File: config.mk
export PLATFORM = sky130hd
export DESIGN_NAME = alarm_ctrl
export DESIGN_NICKNAME = d
export VERILOG_FILES = /design/src/rtl/alarm_pkg.sv /design/src/rtl/btn_sync_edge.sv /design/src/rtl/alarm_ctrl.sv
export SDC_FILE = /design/constraint.sdc
export NUM_CORES = 1
export LEC_CHECK = 0
export CAP_MARGIN = 10
export CORE_ASPECT_RATIO = 1.4
export CORE_UTILIZATION = 45
export CTS_CLUSTER_SIZE = 8
export DETAILED_ROUTE_END_ITERATION = 12
export GPL_TIMING_DRIVEN = 0
export PLACE_DENSITY = 0.7
export SLEW_MARGIN = 10
export SYNTH_ARGS = -nofsm -noshare
export SYNTH_HDL_FRONTEND = slang
export SYNTH_SLANG_ARGS = --single-unit
File: constraint.sdc
create_clock -name clk -period 2.4 [get_ports clk]
set_clock_uncertainty 0.2 [all_clocks]
set_input_delay 0.24 -clock clk [delete_from_list [all_inputs] [get_ports clk]]
set_output_delay 0.24 -clock clk [all_outputs]
set_load 0.01 [all_outputs]
File: src/rtl/alarm_pkg.sv
// Shared definitions for the alarm controller: state encoding, time-field
// width and the wrap-around increment used by the alarm time setters.
package alarm_pkg;

  localparam int TIME_W     = 6;
  localparam int MAX_MINSEC = 59;

  // Encoding is visible on state_o, so the values are fixed explicitly.
  typedef enum logic [1:0] {
    ST_IDLE    = 2'd0,
    ST_ARMED   = 2'd1,
    ST_RINGING = 2'd2,
    ST_SNOOZE  = 2'd3
  } alarm_state_t;

  // Increment a minutes/seconds field, wrapping 59 -> 0.
  function automatic logic [TIME_W-1:0] inc_wrap(input logic [TIME_W-1:0] val);
    if (val >= TIME_W'(MAX_MINSEC))
      inc_wrap = '0;
    else
      inc_wrap = val + TIME_W'(1);
  endfunction

endpackage

File: src/rtl/btn_sync_edge.sv
// Two-flop synchronizer followed by a rising-edge detector. A raw high first
// sampled at edge N yields a pulse that downstream registers see at edge N+2;
// holding the button produces only one pulse.
module btn_sync_edge (
  input  logic clk,
  input  logic reset,
  input  logic raw,
  output logic pulse
);

  logic sync1_reg;
  logic sync2_reg;
  logic prev_reg;

  // Synchronize the raw input and remember the previous synchronized level.
  always_ff @(posedge clk) begin
    if (reset) begin
      sync1_reg <= 1'b0;
      sync2_reg <= 1'b0;
      prev_reg  <= 1'b0;
    end else begin
      sync1_reg <= raw;
      sync2_reg <= sync1_reg;
      prev_reg  <= sync2_reg;
    end
  end

  assign pulse = sync2_reg & ~prev_reg;

endmodule

File: src/rtl/alarm_ctrl.sv
// Alarm controller: holds the user-set alarm time, compares it against the
// running mm:ss on each 1 Hz tick, and drives ring/flash with snooze, stop
// and ring-timeout handling.
module alarm_ctrl
  import alarm_pkg::*;
#(
  parameter int RING_SEC   = 30,
  parameter int SNOOZE_SEC = 10,
  parameter int CNT_W      = 8
) (
  input  logic              clk,
  input  logic              reset,
  input  logic              tick_1hz,
  input  logic [TIME_W-1:0] cur_min,
  input  logic [TIME_W-1:0] cur_sec,
  input  logic              arm_sw,
  input  logic              btn_min_raw,
  input  logic              btn_sec_raw,
  input  logic              btn_snooze_raw,
  input  logic              btn_stop_raw,
  output logic [TIME_W-1:0] alarm_min,
  output logic [TIME_W-1:0] alarm_sec,
  output logic              ring,
  output logic              flash,
  output logic [1:0]        state_o
);

  localparam logic [CNT_W-1:0] RING_LAST   = CNT_W'(RING_SEC - 1);
  localparam logic [CNT_W-1:0] SNOOZE_LAST = CNT_W'(SNOOZE_SEC - 1);

  // Button index map: 0 = minute, 1 = second, 2 = snooze, 3 = stop.
  logic [3:0] raw_vec;
  logic [3:0] pulse_vec;

  assign raw_vec = {btn_stop_raw, btn_snooze_raw, btn_sec_raw, btn_min_raw};

  genvar gi;
  generate
    for (gi = 0; gi < 4; gi++) begin : g_btn
      btn_sync_edge u_btn (
        .clk   (clk),
        .reset (reset),
        .raw   (raw_vec[gi]),
        .pulse (pulse_vec[gi])
      );
    end
  endgenerate

  logic min_pulse;
  logic sec_pulse;
  logic snooze_pulse;
  logic stop_pulse;

  assign min_pulse    = pulse_vec[0];
  assign sec_pulse    = pulse_vec[1];
  assign snooze_pulse = pulse_vec[2];
  assign stop_pulse   = pulse_vec[3];

  alarm_state_t      state_reg;
  logic [CNT_W-1:0]  counter_reg;
  logic              ring_reg;
  logic              flash_reg;
  logic [TIME_W-1:0] alarm_min_reg;
  logic [TIME_W-1:0] alarm_sec_reg;

  // Compare uses the current alarm registers, so an edit landing on the same
  // edge as a tick is judged against the pre-increment time.
  logic match;
  assign match = tick_1hz && (cur_min == alarm_min_reg) && (cur_sec == alarm_sec_reg);

  logic edit_ok;
  assign edit_ok = (state_reg == ST_IDLE) || (state_reg == ST_ARMED);

  // Alarm time setters: only while idle or armed; seconds never carry.
  always_ff @(posedge clk) begin
    if (reset) begin
      alarm_min_reg <= '0;
      alarm_sec_reg <= '0;
    end else if (edit_ok) begin
      if (min_pulse)
        alarm_min_reg <= inc_wrap(alarm_min_reg);
      if (sec_pulse)
        alarm_sec_reg <= inc_wrap(alarm_sec_reg);
    end
  end

  // Main FSM with registered ring/flash; disarm overrides every button/tick.
  always_ff @(posedge clk) begin
    if (reset) begin
      state_reg   <= ST_IDLE;
      counter_reg <= '0;
      ring_reg    <= 1'b0;
      flash_reg   <= 1'b0;
    end else if (!arm_sw) begin
      state_reg   <= ST_IDLE;
      counter_reg <= '0;
      ring_reg    <= 1'b0;
      flash_reg   <= 1'b0;
    end else begin
      case (state_reg)
        ST_IDLE: begin
          state_reg <= ST_ARMED;
        end

        ST_ARMED: begin
          if (match) begin
            state_reg   <= ST_RINGING;
            counter_reg <= '0;
            ring_reg    <= 1'b1;
            flash_reg   <= 1'b0;
          end
        end

        ST_RINGING: begin
          if (stop_pulse) begin
            state_reg   <= ST_ARMED;
            counter_reg <= '0;
            ring_reg    <= 1'b0;
            flash_reg   <= 1'b0;
          end else if (snooze_pulse) begin
            state_reg   <= ST_SNOOZE;
            counter_reg <= '0;
            ring_reg    <= 1'b0;
            flash_reg   <= 1'b0;
          end else if (tick_1hz) begin
            if (counter_reg == RING_LAST) begin
              // Timed out: back to armed; a match on this tick is ignored.
              state_reg   <= ST_ARMED;
              counter_reg <= '0;
              ring_reg    <= 1'b0;
              flash_reg   <= 1'b0;
            end else begin
              counter_reg <= counter_reg + CNT_W'(1);
              flash_reg   <= ~flash_reg;
            end
          end
        end

        ST_SNOOZE: begin
          if (stop_pulse) begin
            state_reg   <= ST_ARMED;
            counter_reg <= '0;
            ring_reg    <= 1'b0;
            flash_reg   <= 1'b0;
          end else if (tick_1hz) begin
            if (counter_reg == SNOOZE_LAST) begin
              state_reg   <= ST_RINGING;
              counter_reg <= '0;
              ring_reg    <= 1'b1;
              flash_reg   <= 1'b0;
            end else begin
              counter_reg <= counter_reg + CNT_W'(1);
            end
          end
        end

        default: begin
          state_reg   <= ST_IDLE;
          counter_reg <= '0;
          ring_reg    <= 1'b0;
          flash_reg   <= 1'b0;
        end
      endcase
    end
  end

  assign alarm_min = alarm_min_reg;
  assign alarm_sec = alarm_sec_reg;
  assign ring      = ring_reg;
  assign flash     = flash_reg;
  assign state_o   = state_reg;

endmodule

==> results of run 1 <==
[report_power, final]
group | total, mW | switching, mW | internal [mW]
clock network | 0.533 | 0.226 | 0.307
logic | 0.121 | 0.0572 | 0.0636
registers | 0.618 | 0.00882 | 0.609
total | 1.27 | 0.292 | 0.980
[cell usage after synthesis, types with 2 or more instances]
cell type and number:
dfxtp_1 36, nand2_1 19, nor2b_1 18, nor2_1 17, xor2_1 16, a21oi_1 10
a31oi_1 7, inv_1 5, nand2b_1 5, nand3_1 5, nand4_1 5, nor4_1 5
clkbuf_1 4, ha_1 4, nor3_1 4, xnor2_1 4, a211oi_1 3, a21o_1 3
mux2i_1 3, o2111a_1 3, o21ai_0 3, and3_1 2, nor3b_1 2, o22ai_1 2
[layout make-up]
cell class | instances | area [um2]
clock buffer | 5 | 68.8
multi-input combinational | 155 | 1030
fill | 354 | 1390
timing repair buffer | 35 | 350
tap | 42 | 52.6
buffer | 6 | 30.0
inverter | 5 | 18.8
clock inverter | 3 | 42.5
sequential | 36 | 726
[stage by stage]
stage	total power [mW]	hold WS (ns)	cells	worst slack [ns]	util (%)
floorplan	0.692	0.112	202	0.202	-
global route	1.32	0.261	287	0.00425	62.5
finish	1.27	0.242	287	0.0898	62.5
detailed placement	0.752	0.229	279	0.0537	59.0
CTS	1.28	0.247	287	0.0163	62.0
global placement	0.751	0.216	279	0.0556	59.0
[kinds of logic after synthesis]
group	after synthesis	synth area share, %
and+or+nand+nor	91	27.3
adders and majority gates	4	2.80
xor gates and xnor gates	20	9.81
AOI/OAI and AO/OA	37	15.3
DFF	36	40.4
muxes	3	1.68
buffers and inverters	11	2.73
[path summary, 6_finish.rpt]
kind,from,to,cells after the start
setup reg to reg,counter_reg[3],counter_reg[2],6
hold reg to reg,g_btn[2].u_btn.sync1_reg,g_btn[2].u_btn.sync2_reg,1
hold / removal,g_btn[2].u_btn.sync1_reg,g_btn[2].u_btn.sync2_reg,1
setup / recovery,counter_reg[3],counter_reg[2],6
[per-layer routing]
| layer | global-route usage, % | vias up |
|---|---|---|
| met5 | 0 | - |
| met4 | 10.8 | 0 |
| met3 | 4.41 | 17 |
| met2 | 34.2 | 39 |
| met1 | 23.0 | 750 |
| li1 | - | 803 |
[worst max-delay path: stages, from the launching register on]
cell       delay, ns
dfxtp_4         0.37
or3b_4          0.38
or4_4           0.53
o2bb2ai_4       0.18
buf_6           0.17
a222oi_1        0.25
a21oi_1         0.11
==> results.txt, run 1 <==
Vias in the first global route - 1484
Most common cell after layout, fill and taps aside - clkdlybuf4s50_1
CP Capture Type - register
#FFs+latches synth - 36
Synth Area per Inst - 8.84 um2
Initial core utilization - 48.1%
Synth warnings - 0
Congestion Overflow GR - 0
Max FFs per register - 8
Arr. time, crit path - 2.28 ns
Core area - 3710 um2
Cell Pwr Density - 548 nW/um2
Ant diodes - 0
Clk Latency, worst-skew pair - 0.29 ns
Post-Synthesis Cells - 202
Startpoint Class - register
Hold violation count in the final report - 0
Clock sink total - 36
Drt total wl - 4.03 mm
Die X - 55.2 um
Top-Level Pins - 36
Share of cells above drive strength 1 - 6.94%
Post-route setup TNS - 0 ns
Sequential area share after synthesis - 40.4%
RSZ-0062 raised after global routing - no
Final min period - 2.31 ns
Total GRT Usage - 20.1%
Area growth from synthesis to layout - 29.9%
Post CTS Setup Buffer Count - 0
Wl on met1 - 1.72 mm
Detail Route Antenna Nets - 0
Max VDD drop - 456 uV
Most frequent cells in the layout - 35 x clkdlybuf4s50_1, 34 x dfxtp_1, 19 x nand2_1
Met3 WL - 146 um
# rows - 26
Residual DRC - 0
TritonCTS clock tree - built
# H-tree levels - 2
Port bufs - 35
Post-synthesis cell area - 1790 um2
Root Buffer - clkbuf_8
Async SR Flop Fraction - 0%
Per-cell routed wire length - 14.1 um
Worst-Margin Slew - 0.816 ns
WL met2 - 2.02 mm
Vias per cell - 5.61
CP Data Required Time - 2.37 ns
Top sig layer - met4
Slew HR - 45.5%
Initial DRT Pass Iterations - 4
Synth top area share - 40.4%
Initial antenna violation count - 0
Synth top area cells - dfxtp_1 40%, xor2_1 7.8%, nor2b_1 6.3%
Post-synth top area cell - dfxtp_1
Placement Cell Area - 2190 um2
Final period util - 96.3%
DR iter-0 viols - 68
Final instance area - 2320 um2
Most frequently used flop master after synthesis - dfxtp_1
Max-capacitance violation count - 0
Max-slew violation count - 0
Nets - 268
Die Area - 4230 um2
Wire length of the first global-routing pass - 6.77 mm
Hold/Removal Path Class - reg -> reg
Hpwl dp - 3.05 mm
Crit Path Category - reg -> reg
Setup violators final - 0
Hold-fix buffers, CTS - 0
Via Count - 1609
Status - finished, final reports clean
Largest net degree at the start of global routing - 13
Post-CTS Resized - 0
Post-synth EDFFs - 0
Die H - 76.5 um
Mapped Nets - 226
Number of buffers created by CTS - 5
GP Congestion - 0.836
CTS clk-pin slew, worst paths - 0.08 ns
Clk buf depth - 2
Synth unique cells - 41
Leakage - 0.878 nW
Crit Path Max Fanout - 10
Achievable clock frequency - 0.433 GHz
Reg2Reg Setup Slack - 0.09 ns
(Power assumes the default switching activity.)
==> run 2, diff against run 1 <==
Settings changed: CTS_CLUSTER_SIZE 8 to unset, SLEW_MARGIN 10 to 20.
==> results of run 2 <==
No change in the layout: final DEF, timing and power equal those of run 1.
==> patch, RTL diff (settings of run 2) <==
The parameter `CNT_W` goes from 8 to 12.
--- a/src/rtl/alarm_ctrl.sv
+++ b/src/rtl/alarm_ctrl.sv
@@ -6,7 +6,7 @@
 #(
   parameter int RING_SEC   = 30,
   parameter int SNOOZE_SEC = 10,
-  parameter int CNT_W      = 8
+  parameter int CNT_W      = 12
 ) (
   input  logic              clk,
   input  logic              reset,
Behaviour: no difference found for any inputs over 4 cycles, from zero or initial values and one cycle with reset high; that may be too few to reach the edited logic, so the function may still have changed.
==> patch against run 2 <==
- worst setup slack improved by 170 ps
- critical path type unchanged
- synthesized area increased by 12%
- wire length increased by 13%
- cell area increased by 10%
- total power increased by 8.3%
- clock power increased by 6.9%
- critical endpoint is now state_o[0]
- sequential cell count increased by 4
==> patch: results (changes against run 2) <==
[global_routing]
grt_max_degree = 15  ; was 13
grtUsageTotal_pct = 21.0  ; was 20.1%
grt_pass1_wl_um = 7510  ; was 6770 um
grt_pass1_vias = 1691  ; was 1484
gr-usage-met1_pct = 22.3  ; was 23.0%
grtUsageMet2_pct = 39.2  ; was 34.2%
grtUsageMet3_pct = 4.62  ; was 4.41%

[outcome]
status = completed  ; unchanged

[synth]
synth.distinct_cells = 49  ; was 41
syn-num-nets = 247  ; was 226
synth_common_cells = dfxtp_1, nor2_1, o21ai_0, xnor2_1, nor2b_1  ; was dfxtp_1, nand2_1, nor2b_1, nor2_1, xor2_1
synth_area_leaders = dfxtp_1, xnor2_1, nor2b_1  ; was dfxtp_1, xor2_1, nor2b_1

[hold_path]
min_to = g_btn[1].u_btn.sync2_reg  ; was g_btn[2].u_btn.sync2_reg
hp-start = g_btn[1].u_btn.sync1_reg  ; was g_btn[2].u_btn.sync1_reg

[sta]
relSlewSlack_pct = 63.0  ; was 45.5%

[layout]
largest_reg_flops = 12  ; was 8
final_nets = 289  ; was 268
nFillCells = 404  ; was 354

[critical_path]
crit_path_max_fanout = 6  ; was 10
arrival_ps = 2140  ; was 2280 ps
regToRegStartpoint = alarm_sec[3]  ; was counter_reg[3]
regToRegSetupSlack_ps = 260  ; was 90 ps
rr_endpoint = state_o[0]  ; was counter_reg[2]
r2r_cells = 5  ; was 6

[detailed_routing]
drt-vias-per-instance = 5.62  ; was 5.61
post_drt_wl_per_cell_um = 14.0  ; was 14.1 um
drtIter0Drc = 98  ; was 68

[power_and_ir_drop]
ir_drop_uv = 449  ; was 456 uV
swShare_pct = 23.4  ; was 23.0%
p_leak_uw = 0.000865  ; was 0.000878 uW

[placement]
place_congestion = 0.845  ; was 0.836
dp_hpwl_um = 3340  ; was 3050 um

[patch: stage by stage]
| step | cells | worst slack, ps | util, % | hold WS, ps | instance area (um^2) |
|---|---|---|---|---|---|
| detailed placement | 318 | 48.6 | 57.3 | 231 | 2430 |
| CTS | 326 | 159 | 60.1 | 252 | 2550 |
| finish | 326 | 257 | 60.3 | 245 | 2560 |
| global placement | 318 | 64.9 | 57.3 | 216 | 2430 |
| floorplan | 223 | 461 | - | 112 | 2010 |
| global route | 326 | 72.9 | 60.3 | 256 | 2560 |
[patch: kinds of logic (layout without fill, tap and decap cells)]
group,Yosys count,in the layout,share of synthesized area (%)
AO/OA/AOI/OAI,46,46,16.0
XOR/XNOR,18,18,7.86
adder cells (fa/ha/maj),4,4,2.50
buffers and inverters,9,52,1.87
flip-flops,40,40,39.9
multiplexers,4,4,2.00
AND/OR/NAND/NOR,102,102,29.9
[patch: power by group through the flow]
stage | Clock [uW] | Combinational (uW) | Sequential, uW
4_1_cts | 584 | 121 | 687
5_1_grt | 609 | 133 | 689
3_5_place_dp | 0 | 120 | 702
2_1_floorplan | 0 | 59.4 | 702
3_3_place_gp | 0 | 119 | 702
6_report | 570 | 121 | 686
[patch: cell type report]
cell class / count / share of cell area [%]
Inverter: 4 / 0.587
Sequential cell: 40 / 31.3
Tap cell: 60 / 2.94
Multi-Input combinational cell: 174 / 46.1
Timing Repair Buffer: 35 / 13.7
Clock buffer: 5 / 2.69
Buffer: 5 / 0.881
Clock inverter: 3 / 1.81
[patch: timing repair]
item	in CTS	in global routing
setup endpoints to repair	0	8
buffers inserted	0	0
gates resized for setup	0	3
endpoints found under the hold margin	0	0
[patch: worst max path at each step]
stage	slack, ps	cells after the start	start	to
floorplan	460	7	counter_reg[0]	counter_reg[11]
global placement	60	6	cur_min[1]	counter_reg[11]
detailed placement	50	6	cur_min[1]	counter_reg[11]
CTS	160	6	counter_reg[0]	counter_reg[6]
global route	70	7	counter_reg[1]	counter_reg[6]
finish	260	5	alarm_sec[3]	state_o[0]
[patch: layer usage]
metal,wire length [um],share of wire [%]
met2,2420,53
met1,1910,42
met5,0,0
met3,153,3.4
met4,68,1.5
[patch: worst max-delay path, cell delays in order (launching register included)]
cell	delay (ps)
dfxtp_1	450
xnor2_1	150
nand4_1	220
nor4_1	570
o211ai_1	210
o221a_2	260
